### config.mk
export PLATFORM = sky130hd
export DESIGN_NAME = wide_uart_rx
export DESIGN_NICKNAME = d
export VERILOG_FILES = /design/src/rtl/wide_uart_pkg.sv /design/src/rtl/uart_byte_rx.sv /design/src/rtl/wide_uart_rx.sv
export SDC_FILE = /design/constraint.sdc
export NUM_CORES = 1
export LEC_CHECK = 0
export CORE_MARGIN = 5
export CORE_UTILIZATION = 40
export CTS_BUF_LIST = sky130_fd_sc_hd__clkbuf_8
export DETAILED_ROUTE_END_ITERATION = 8
export GPL_TIMING_DRIVEN = 0
export PLACE_DENSITY_LB_ADDON = 0.15
export SLEW_MARGIN = 20
export SYNTH_ARGS = -nofsm -noshare
export SYNTH_HDL_FRONTEND = slang
export SYNTH_HIERARCHICAL = 1
export SYNTH_SLANG_ARGS = --single-unit
### constraint.sdc
create_clock -name clk -period 5.6 [get_ports clk]
set_clock_uncertainty 0.2 [all_clocks]
set_input_delay 0.84 -clock clk [delete_from_list [all_inputs] [get_ports clk]]
set_output_delay 0.84 -clock clk [all_outputs]
set_load 0.03 [all_outputs]
### src/rtl/wide_uart_pkg.sv
// Shared types and defaults for the wide UART receiver.
package wide_uart_pkg;

  localparam int unsigned DefaultClksPerBit = 868;
  localparam int unsigned DefaultWordBytes  = 8;

  typedef enum logic [1:0] {
    StIdle,
    StStart,
    StData,
    StStop
  } rx_state_e;

endpackage

### src/rtl/uart_byte_rx.sv
// 8N1 byte receiver: synchronises the serial line and emits one byte per good frame.
module uart_byte_rx
  import wide_uart_pkg::*;
#(
  parameter int unsigned CLKS_PER_BIT = DefaultClksPerBit
) (
  input  logic       clk,
  input  logic       rst_n,
  input  logic       rx,
  output logic [7:0] rx_byte,
  output logic       byte_valid,
  output logic       frame_err
);

  localparam logic [15:0] HalfCnt = 16'(CLKS_PER_BIT / 2 - 1);
  localparam logic [15:0] BitCnt  = 16'(CLKS_PER_BIT - 1);

  rx_state_e   state_q, state_d;
  logic [15:0] cnt_q, cnt_d;
  logic [2:0]  bit_q, bit_d;
  logic [7:0]  shift_q, shift_d;
  logic        valid_q, valid_d;
  logic        ferr_q, ferr_d;
  logic        rx_meta_q, rx_sync_q;

  // Line synchroniser idles at 1 so reset never looks like a start bit.
  always_ff @(posedge clk or negedge rst_n) begin
    if (!rst_n) begin
      rx_meta_q <= 1'b1;
      rx_sync_q <= 1'b1;
    end else begin
      rx_meta_q <= rx;
      rx_sync_q <= rx_meta_q;
    end
  end

  always_comb begin
    state_d = state_q;
    cnt_d   = cnt_q;
    bit_d   = bit_q;
    shift_d = shift_q;
    valid_d = 1'b0;
    ferr_d  = 1'b0;
    unique case (state_q)
      StIdle: begin
        if (!rx_sync_q) begin
          state_d = StStart;
          cnt_d   = '0;
        end
      end
      StStart: begin
        if (cnt_q == HalfCnt) begin
          cnt_d   = '0;
          bit_d   = '0;
          state_d = rx_sync_q ? StIdle : StData;
        end else begin
          cnt_d = cnt_q + 16'd1;
        end
      end
      StData: begin
        if (cnt_q == BitCnt) begin
          cnt_d   = '0;
          shift_d = {rx_sync_q, shift_q[7:1]};
          bit_d   = bit_q + 3'd1;
          if (bit_q == 3'd7) state_d = StStop;
        end else begin
          cnt_d = cnt_q + 16'd1;
        end
      end
      StStop: begin
        if (cnt_q == BitCnt) begin
          cnt_d   = '0;
          valid_d = rx_sync_q;
          ferr_d  = !rx_sync_q;
          state_d = StIdle;
        end else begin
          cnt_d = cnt_q + 16'd1;
        end
      end
      default: state_d = StIdle;
    endcase
  end

  always_ff @(posedge clk or negedge rst_n) begin
    if (!rst_n) begin
      state_q <= StIdle;
      cnt_q   <= '0;
      bit_q   <= '0;
      shift_q <= '0;
      valid_q <= 1'b0;
      ferr_q  <= 1'b0;
    end else begin
      state_q <= state_d;
      cnt_q   <= cnt_d;
      bit_q   <= bit_d;
      shift_q <= shift_d;
      valid_q <= valid_d;
      ferr_q  <= ferr_d;
    end
  end

  assign rx_byte    = shift_q;
  assign byte_valid = valid_q;
  assign frame_err  = ferr_q;

endmodule

### src/rtl/wide_uart_rx.sv
// UART receiver assembling WORD_BYTES little-endian bytes into an AXI-Stream word.
module wide_uart_rx
  import wide_uart_pkg::*;
#(
  parameter int unsigned CLKS_PER_BIT = DefaultClksPerBit,
  parameter int unsigned WORD_BYTES   = DefaultWordBytes
) (
  input  logic                    clk,
  input  logic                    rst,
  input  logic                    RsRx,
  output logic [8*WORD_BYTES-1:0] m_axis_tdata,
  output logic                    m_axis_tvalid,
  input  logic                    m_axis_tready,
  output logic                    frame_err,
  output logic                    overrun
);

  localparam int unsigned     IdxW    = (WORD_BYTES > 1) ? $clog2(WORD_BYTES) : 1;
  localparam logic [IdxW-1:0] LastIdx = IdxW'(WORD_BYTES - 1);

  logic [1:0] rst_sync_q;
  logic       rst_n;

  // Assert asynchronously, release two clocks after rst rises.
  always_ff @(posedge clk or negedge rst) begin
    if (!rst) rst_sync_q <= 2'b00;
    else      rst_sync_q <= {rst_sync_q[0], 1'b1};
  end
  assign rst_n = rst_sync_q[1];

  logic [7:0] rx_byte;
  logic       byte_valid;
  logic       byte_ferr;

  uart_byte_rx #(
    .CLKS_PER_BIT(CLKS_PER_BIT)
  ) u_byte_rx (
    .clk       (clk),
    .rst_n     (rst_n),
    .rx        (RsRx),
    .rx_byte   (rx_byte),
    .byte_valid(byte_valid),
    .frame_err (byte_ferr)
  );

  logic [IdxW-1:0]         idx_q, idx_d;
  logic [8*WORD_BYTES-1:0] acc_q, acc_d;
  logic [8*WORD_BYTES-1:0] tdata_q, tdata_d;
  logic                    tvalid_q, tvalid_d;
  logic                    ferr_q, ferr_d;
  logic                    ovr_q, ovr_d;
  logic                    word_done;

  always_comb begin
    idx_d     = idx_q;
    acc_d     = acc_q;
    tdata_d   = tdata_q;
    tvalid_d  = tvalid_q;
    ferr_d    = byte_ferr;
    ovr_d     = 1'b0;
    word_done = 1'b0;

    // A bad stop bit abandons the partial word; later bytes restart at byte 0.
    if (byte_ferr) begin
      idx_d = '0;
    end else if (byte_valid) begin
      acc_d[8*idx_q +: 8] = rx_byte;
      if (idx_q == LastIdx) begin
        idx_d     = '0;
        word_done = 1'b1;
      end else begin
        idx_d = idx_q + 1'b1;
      end
    end

    if (tvalid_q && m_axis_tready) tvalid_d = 1'b0;

    if (word_done) begin
      if (!tvalid_q || m_axis_tready) begin
        tdata_d  = acc_d;
        tvalid_d = 1'b1;
      end else begin
        ovr_d = 1'b1;
      end
    end
  end

  always_ff @(posedge clk or negedge rst_n) begin
    if (!rst_n) begin
      idx_q    <= '0;
      acc_q    <= '0;
      tdata_q  <= '0;
      tvalid_q <= 1'b0;
      ferr_q   <= 1'b0;
      ovr_q    <= 1'b0;
    end else begin
      idx_q    <= idx_d;
      acc_q    <= acc_d;
      tdata_q  <= tdata_d;
      tvalid_q <= tvalid_d;
      ferr_q   <= ferr_d;
      ovr_q    <= ovr_d;
    end
  end

  assign m_axis_tdata  = tdata_q;
  assign m_axis_tvalid = tvalid_q;
  assign frame_err     = ferr_q;
  assign overrun       = ovr_q;

endmodule

== After elaboration in Yosys (flattened, before gate mapping) ==
Cells that the tools add are included.
Storage, ports and cells
  input bits: 4
  RAM bits: 0
  bits in read-only memories: 0
  output and inout bits: 67
  bits in latches: 0
  memories: 0
  bits in registers: 169
  word-level logic and storage cells: 77
Operators by class
  bitwise logic cells: 0
  shift-type cells: 2
  reduce and logical (&&, ||, !) cells: 12
  equal/unequal tests: 12
  add/sub/neg operators: 4
  mux-type cells: 32
  $lt $le $gt $ge: 0
  $mul: 0
  div/mod/pow operators: 0
Operator list (count)
  $mux 64: 2
  $bwmux 64: 1
  $shift 8x34->64 const A: 1
  $shiftx 8x34->64: 1
  $mux 16: 3
  $pmux 16 s3: 1
  $neg 6->34: 1
  $add 16x1->16 const B: 1
  $eq 16x10->1 const B: 1
  $eq 16x9->1 const B: 1
  $mux 3: 5
  $mux 1: 12
  $mux 2: 6
  $ne 2x1->1 const B: 4
  $pmux 2 s4: 1
  $add 3x1->3 const B: 2
  $eq 3x3->1 const B: 2
  $pmux 3 s2: 1
  $reduce_and 5->1: 1
  $eq 2x2->1 const B: 2
  $reduce_and 2->1: 2
  $reduce_bool 2->1: 2
  $reduce_and 3->1: 1
  $eq 2x1->1 const B: 1
  other kinds (6): 7

== Longest topological paths before layout ==
Gate-level depths: netlist (run 1).
  depth after elaboration: 5
  mapped depth: 10

== Modules after synthesis ==
The synthesis (run 1) kept the hierarchy.
By module, submodules not included
  wide_uart_rx: times used 1, area an instance 6045.8 µm², sequential area each 3403.3 µm², cells each 597
  uart_byte_rx: times used 1, area an instance 1670.4 µm², sequential area each 828.3 µm², cells each 160

== Worst setup path before layout (run 1) ==
No wires, ideal clock.
  kind: reg2reg
  start: register idx_q[0]
  end: register tdata_q[3] (netlist: m_axis_tdata[3])
  clock period less this slack: 3.001 ns
  path slack: 2.599 ns
  path buffers: 3
  cell stages (with the launch flop): 10
  data arrival time: 2.667 ns
  cells stage by stage: dfrtp_1 > buf_2 > clkbuf_1 > inv_1 > ha_1 > ha_1 > or4b_2 > clkbuf_1 > o21ai_0 > a31oi_1
On the way
  word-level cells in the longest chain between the ends: 5
  elaborated cells on any way between the ends: 11
RTL lines
  from (decl): line wide_uart_rx.sv:46  | logic [IdxW-1:0] idx_q, idx_d;
  from (signal assigned): line wide_uart_rx.sv:97  | idx_q <= idx_d;
  $neg 6->34 / $eq 3x3->1 (equally long branches): line wide_uart_rx.sv:67, wide_uart_rx.sv:68
  $shiftx 8x34->64, or another cell as far along: line wide_uart_rx.sv:67  | acc_d[8*idx_q +: 8] = rx_byte;
  $bwmux 64 / $mux 1 (equally long branches): line wide_uart_rx.sv:67, wide_uart_rx.sv:66
  $mux 64 / $mux 1 (equally long branches): line wide_uart_rx.sv:66, wide_uart_rx.sv:64
  $mux 64 / $reduce_and 2->1 (equally long branches)
  to (signal assigned): line wide_uart_rx.sv:99  | tdata_q <= tdata_d;
  to (decl): line wide_uart_rx.sv:48  | logic [8*WORD_BYTES-1:0] tdata_q, tdata_d;
Several ways; a longest one is shown, not always the timed one.
A chain may end at the register's enable or synchronous reset.

== Worst setup path after layout (run 1) ==
  start: register idx_q[0]
  end: register tdata_q[29] (netlist: m_axis_tdata[29])
The elaborated chain is that of the path after synthesis.

==> results of run 1 <==
synthesized netlist by cell type (4+ instances only):
cell type | instances | area share (%)
a31oi_1 | 71 | 5.8
nand4bb_1 | 4 | 0.58
buf_1 | 12 | 0.58
buf_2 | 10 | 0.65
nor4bb_1 | 12 | 1.6
nand4_1 | 12 | 0.97
and3_1 | 8 | 0.65
o31ai_2 | 8 | 1.3
a22o_1 | 7 | 0.79
and3b_1 | 4 | 0.45
nand2_1 | 75 | 3.6
ha_1 | 12 | 1.9
nor2_1 | 17 | 0.83
nor3b_1 | 9 | 0.88
and4bb_2 | 6 | 0.97
a21oi_1 | 74 | 4.8
mux2_2 | 8 | 1.2
dfrtp_1 | 167 | 54
clkbuf_1 | 39 | 1.9
o21ai_0 | 62 | 4.0
inv_1 | 10 | 0.49
and4b_1 | 9 | 1.2
nand3_1 | 63 | 4.1
power breakdown:
group | internal (W) | total, W | switching [W] | leakage (nW)
clock | 0.000442 | 0.000885 | 0.000443 | 0.204
combinational | 0.0000489 | 0.000117 | 0.0000679 | 1.77
sequential | 0.00125 | 0.00128 | 0.0000387 | 2.33
total | 0.00174 | 0.00228 | 0.000549 | 4.30
stage by stage:
step                      instances  TNS [ns]  setup WS, ns  cell area (µm²)
after floorplan                 757         0         0.346             7720
after global placement         1087   -212.45         -1.30             8740
after detailed placement       1089         0          1.97             8800
after CTS                      1120         0          1.96             9210
after global routing           1120         0          1.68             9210
final                          1120         0          1.93             9210
cells by family after synthesis:
logic type / Yosys count / synth area share (%)
buffers and inverters: 77 / 4.15
multiplexers: 9 / 1.30
flip-flops: 169 / 54.8
AND/OR/NAND/NOR: 250 / 19.2
adder cells (fa/ha/maj): 12 / 1.95
other: 1 / 0.0486
XOR/XNOR: 4 / 0.454
AO/OA/AOI/OAI: 235 / 18.0
cell type report:
class,instances,share of cell area [%]
Sequential cell,169,46.0
Multi-Input combinational cell,511,34.4
Timing Repair Buffer,72,8.20
Tap cell,260,3.53
Clock buffer,21,3.14
Buffer,66,3.03
Clock inverter,10,1.26
Inverter,11,0.448
layer usage:
layer  vias to the layer above  global-route usage, %
met3                        30                   3.59
li1                       2971                      -
met4                         0                   6.18
met1                      3172                   24.2
met2                       124                   33.6
met5                         -                      0
cell usage in the layout (no fill, tap or decap), drive strengths merged, types with 4 or more instances in the layout:
cell type / synthesis / routed
nand2: 75 / 75
clkinv: 1 / 6
nand3: 63 / 63
nand4: 12 / 12
and4bb: 6 / 6
clkbuf: 42 / 63
and3b: 4 / 4
nor2: 17 / 17
clkdlybuf4s50: 0 / 70
a22o: 7 / 7
ha: 12 / 12
mux2: 8 / 8
nand4bb: 4 / 4
nor3b: 9 / 9
inv: 10 / 11
and4b: 9 / 9
o21ai: 62 / 62
o31ai: 8 / 8
and3: 8 / 8
nor4bb: 12 / 12
buf: 24 / 26
dfrtp: 167 / 167
a21oi: 74 / 74
a31oi: 71 / 71
how the worst min path moves through the flow:
| stage | to | cells after the start | slack [ns] | startpoint |
|---|---|---|---|---|
| after detailed placement | rst_sync_q[1]$_DFF_PN0_ | 0 | 0.14 | rst_sync_q[0]$_DFF_PN0_ |
| after floorplan | rst_sync_q[1]$_DFF_PN0_ | 0 | 0.13 | rst_sync_q[0]$_DFF_PN0_ |
| after global placement | rst_sync_q[1]$_DFF_PN0_ | 0 | 0.14 | rst_sync_q[0]$_DFF_PN0_ |
| after global routing | rst_sync_q[1]$_DFF_PN0_ | 0 | 0.16 | rst_sync_q[0]$_DFF_PN0_ |
| final | rst_sync_q[1]$_DFF_PN0_ | 0 | 0.16 | rst_sync_q[0]$_DFF_PN0_ |
| after CTS | u_byte_rx/rx_sync_q$_DFF_PN1_ | 0 | 0.16 | u_byte_rx/rx_meta_q$_DFF_PN1_ |
sequential cells by signal, indices dropped and copies added, names as in the netlist, 2 cells and up, named ones only:
signal             count
rst_sync_q             2
acc_q                 64
m_axis_tdata          64
idx_q                  3
u_byte_rx/cnt_q       16
u_byte_rx/rx_byte      8
u_byte_rx/bit_q        3
==> impl_metrics.env, run 1 <==
export IMPL_drc=0
export IMPL_critical_path_max_stage_delay_ns=0.49
export IMPL_start_util_pct=41.0
export IMPL_cts_buffer_depth=2
export IMPL_synth_distinct_cells=57
export IMPL_drv_cap=0
export IMPL_end_kind="register"
export IMPL_fmaxAchievable_mhz=272
export IMPL_n_antenna_cell=0
export IMPL_rrSetupSlack_ns=1.93
export IMPL_critPathRequiredTime_ns=5.72
export IMPL_setup_viol=0
export IMPL_crit_type="reg -> reg"
export IMPL_ys_dominant_reg_cell="dfrtp_1"
export IMPL_reg2reg_from="idx_q[0]$_DFFE_PN0P_"
export IMPL_area_delta_synth_final_pct=19.4
export IMPL_grt_remaining_overflow=0
export IMPL_rows=50
export IMPL_gp_congestion=0.946
export IMPL_io_buffers=70
export IMPL_synth_edf_count=0
export IMPL_viasPerCell=5.62
export IMPL_syn_cell_area_um2=7720
export IMPL_wl_met2_um=10600
export IMPL_hp_class="reg -> reg"
export IMPL_worst_path_max_delay_cell="dfrtp_1"
export IMPL_numCtsBuffers=17
export IMPL_period_share_pct=65.6
export IMPL_cts_resized=0
export IMPL_p_leak_nw=4.30
export IMPL_routed_top_layer="met4"
export IMPL_die_y_um=149
export IMPL_crit_end="m_axis_tdata[29]$_DFFE_PN0P_"
export IMPL_routed_wirelength_um=20700
export IMPL_crit_fanout=10
export IMPL_multiInputGateArea_um2=3170
export IMPL_slew_viol_final=0
export IMPL_crit_start="idx_q[0]$_DFFE_PN0P_"
export IMPL_rsz0062_at_grt="false"
export IMPL_start_kind="register"
export IMPL_synth_seq_area_share_pct=54.8
export IMPL_status="finished clean"
export IMPL_ios=71
export IMPL_wl_met1_um=8820
export IMPL_crit_buf_inv=4
export IMPL_p_per_area_nw_per_um2=248
export IMPL_cp_arrival_ns=3.79
export IMPL_antenna_found_initial=0
export IMPL_avgSynthCellArea_um2=10.2
export IMPL_grt_max_degree=60
export IMPL_vdd_drop_max_mv=0.158
export IMPL_grt_use_total_pct=19.3
export IMPL_final_layout_size_suffix_gt1_share_pct=9.77
export IMPL_cts_hold_buf=0
export IMPL_syn_inst=757
export IMPL_grt_pass1_vias=6377
export IMPL_clock_sinks=169
export IMPL_synth_async_reset_ratio_pct=100
export IMPL_ff2ff_path_depth=9
export IMPL_fin_nets=864
export IMPL_wl_met3_um=799
export IMPL_core_um2=18800
export IMPL_slew_headroom_pct=44.1
export IMPL_hpwl_um=15100
export IMPL_hold_violations=0
export IMPL_r2r_end="m_axis_tdata[29]$_DFFE_PN0P_"
export IMPL_clkTransAtPathRegs_ns=0.09
export IMPL_wl_per_cell_um=18.5
export IMPL_ys_seq_elements=169
export IMPL_synth_warnings=6
export IMPL_synth_fp_nets=773
export IMPL_cts_tree="yes"
export IMPL_worst_pin_slew_ns=0.835
export IMPL_n_fill_cell=1715
export IMPL_initialDrtViolationCount=543
export IMPL_crit_family="buffers and inverters"
export IMPL_p_total_w=0.00228
export IMPL_vias=6297
export IMPL_postLayoutCoreUtil_pct=48.9
export IMPL_cts_setup_buffers=0
export IMPL_h_tree_depth=4
export IMPL_die_area_um2=22200
export IMPL_ant_nets=0
export IMPL_grt_pass1_wl_um=34200
export IMPL_seq_area_um2=4240
export IMPL_firstDrtPassIters=5
export IMPL_root_buffer="clkbuf_8"
export IMPL_clock_latency_ns=0.46
export IMPL_period_needed_ns=3.67
export IMPL_cp_num_cells=9
export IMPL_whs_ns=0.157
export IMPL_die_w_um=149
export IMPL_path_cells="buf_2 > clkbuf_1 > inv_1 > ha_1 > ha_1 > clkbuf_1 > nand4b_1 > o21ai_0 > a31oi_1"
Power figures use the tool's default switching activity.
==> run 2: changes to the inputs <==
==> constraint.sdc (replaced) <==
create_clock -name clk -period 3.1 [get_ports clk]
set_clock_uncertainty 0.2 [all_clocks]
set_input_delay 0.465 -clock clk [delete_from_list [all_inputs] [get_ports clk]]
set_output_delay 0.465 -clock clk [all_outputs]
set_load 0.03 [all_outputs]
==> run 2 against run 1 <==
Sequential cell count stayed put. Register-to-register slack got worse by 1.8 ns. Largest cell class unchanged. Combinational power is 86% higher. Sequential power is 81% higher. Global-route usage rose by 0.59 points.
==> impl_metrics.env, run 2 (synthesis gave the netlist of run 1 again) <==
export IMPL_status="finished clean"
export IMPL_start_kind="register"
export IMPL_hpwl_um=15500
export IMPL_grt_pass1_vias=6343
export IMPL_rows=50
export IMPL_critPathRequiredTime_ns=3.22
export IMPL_n_antenna_cell=0
export IMPL_clock_latency_ns=0.46
export IMPL_hold_violations=0
export IMPL_final_common_cell="dfrtp_1"
export IMPL_ant_nets=0
export IMPL_cts_buffer_depth=2
export IMPL_multiInputGateArea_um2=3230
export IMPL_p_leak_nw=4.37
export IMPL_start_util_pct=41.0
export IMPL_ff2ff_path_depth=9
export IMPL_min_delay_path_depth=0
export IMPL_routed_wirelength_um=21500
export IMPL_root_buffer="clkbuf_8"
export IMPL_die_y_um=149
export IMPL_period_share_pct=95.0
export IMPL_die_area_um2=22200
export IMPL_gp_congestion=0.939
export IMPL_fmaxAchievable_mhz=340
export IMPL_end_kind="register"
export IMPL_antenna_found_initial=0
export IMPL_io_buffers=70
export IMPL_viasPerCell=5.63
export IMPL_final_layout_size_suffix_gt1_share_pct=11.7
export IMPL_area_delta_synth_final_pct=21.4
export IMPL_crit_fanout=10
export IMPL_h_tree_depth=4
export IMPL_grt_pass1_wl_um=34900
export IMPL_ios=71
export IMPL_numCtsBuffers=17
export IMPL_initialDrtViolationCount=415
export IMPL_rsz0062_at_grt="false"
export IMPL_drc=0
export IMPL_vias=6338
export IMPL_p_total_w=0.00427
export IMPL_n_fill_cell=1731
export IMPL_seq_area_um2=4240
export IMPL_p_per_area_nw_per_um2=456
export IMPL_die_w_um=149
export IMPL_setup_viol=0
export IMPL_crit_type="reg -> reg"
export IMPL_period_needed_ns=2.94
export IMPL_final_cell_mix="165 x dfrtp_1, 75 x nand2_1, 74 x a21oi_1"
export IMPL_slew_viol_final=0
export IMPL_worst_pin_slew_ns=0.869
export IMPL_core_um2=18800
export IMPL_cts_tree="yes"
export IMPL_fin_nets=868
export IMPL_clkTransAtPathRegs_ns=0.09
export IMPL_setup_tns_ns=0
export IMPL_firstDrtPassIters=4
export IMPL_clock_sinks=169
export IMPL_vdd_drop_max_mv=0.297
export IMPL_grt_remaining_overflow=0
export IMPL_hp_class="reg -> reg"
export IMPL_wl_per_cell_um=19.1
export IMPL_cp_arrival_ns=3.07
export IMPL_slew_headroom_pct=41.9
export IMPL_drv_cap=0
export IMPL_grt_max_degree=60
export IMPL_grt_use_total_pct=19.9
run 2: cell count changes in the layout (fill, tap and decap cells not counted), moves of 2 or more:
| cell | previous run | this run |
|---|---|---|
| o21ai_0 | 62 | 52 |
| o21ai_1 | 0 | 10 |
| buf_4 | 0 | 5 |
| clkbuf_1 | 39 | 34 |
| clkbuf_8 | 21 | 18 |
| nand4bb_1 | 4 | 1 |
| nand4bb_2 | 0 | 3 |
| nor4bb_1 | 12 | 9 |
| nor4bb_2 | 0 | 3 |
| bufinv_16 | 2 | 4 |
run 2: what timing repair did:
item / CTS / global route
pin swaps: 2 / 2
hold buffers: 1 / 0
gates resized for setup: 22 / 8
hold endpoints to repair: 2 / 0
setup buffers: 2 / 3
setup endpoints to repair: 128 / 134
run 2: layout make-up:
cell class	instances	area share, %
clock inverters	14	2.10
multi-input cells	511	34.5
inverters	11	0.441
clock buffers	18	2.65
flip-flops and latches	169	45.2
repair buffers	78	8.58
well taps	260	3.47
plain buffers	64	3.03
run 2: where the power goes:
group | switching (W) | total (W) | leakage (nW) | internal (W)
combinational | 0.000128 | 0.000218 | 1.82 | 0.0000899
sequential | 0.0000707 | 0.00232 | 2.33 | 0.00225
clock | 0.000828 | 0.00173 | 0.216 | 0.000904
total | 0.00103 | 0.00427 | 4.37 | 0.00324
run 2: path summary, 6_finish.rpt:
path,start,endpoint,slack [ns]
worst max-delay path,idx_q[0]$_DFFE_PN0P_,m_axis_tdata[53]$_DFFE_PN0P_,0.16
worst min-delay path,u_byte_rx/rx_meta_q$_DFF_PN1_,u_byte_rx/rx_sync_q$_DFF_PN1_,0.16
worst max register to register,idx_q[0]$_DFFE_PN0P_,m_axis_tdata[53]$_DFFE_PN0P_,0.16
worst min register to register,u_byte_rx/rx_meta_q$_DFF_PN1_,u_byte_rx/rx_sync_q$_DFF_PN1_,0.16
max in group asynchronous,rst_sync_q[1]$_DFF_PN0_,acc_q[52]$_DFF_PN0_,1.76
min in group asynchronous,rst_sync_q[1]$_DFF_PN0_,acc_q[5]$_DFF_PN0_,0.21
run 2: stage by stage:
step                      area, µm²  std cells  setup WS, ns  utilization (%)  hold slack [ns]
final                          9370       1125         0.156             49.7            0.161
after global routing           9370       1125       0.00131             49.7            0.172
after CTS                      9320       1123      0.000801             49.5            0.163
after detailed placement       8800       1089        -0.547             46.7            0.146
after global placement         8740       1087        -0.793             46.4            0.139
after floorplan                7720        757        0.0987                -          -0.0306
run 2: critical path: stages (launching register included):
cell	delay [ns]
dfrtp_2	0.43
buf_6	0.17
clkbuf_4	0.21
inv_1	0.09
ha_1	0.23
ha_1	0.38
buf_2	0.23
nand4bb_2	0.40
o21ai_0	0.35
a31oi_1	0.12
run 2: metal layers:
layer  track usage (%)  part of all wire, %
met1              26.3                   43
met2              33.5                   50
met3              3.71                  4.8
met4              5.49                  1.4
met5                 0                    0
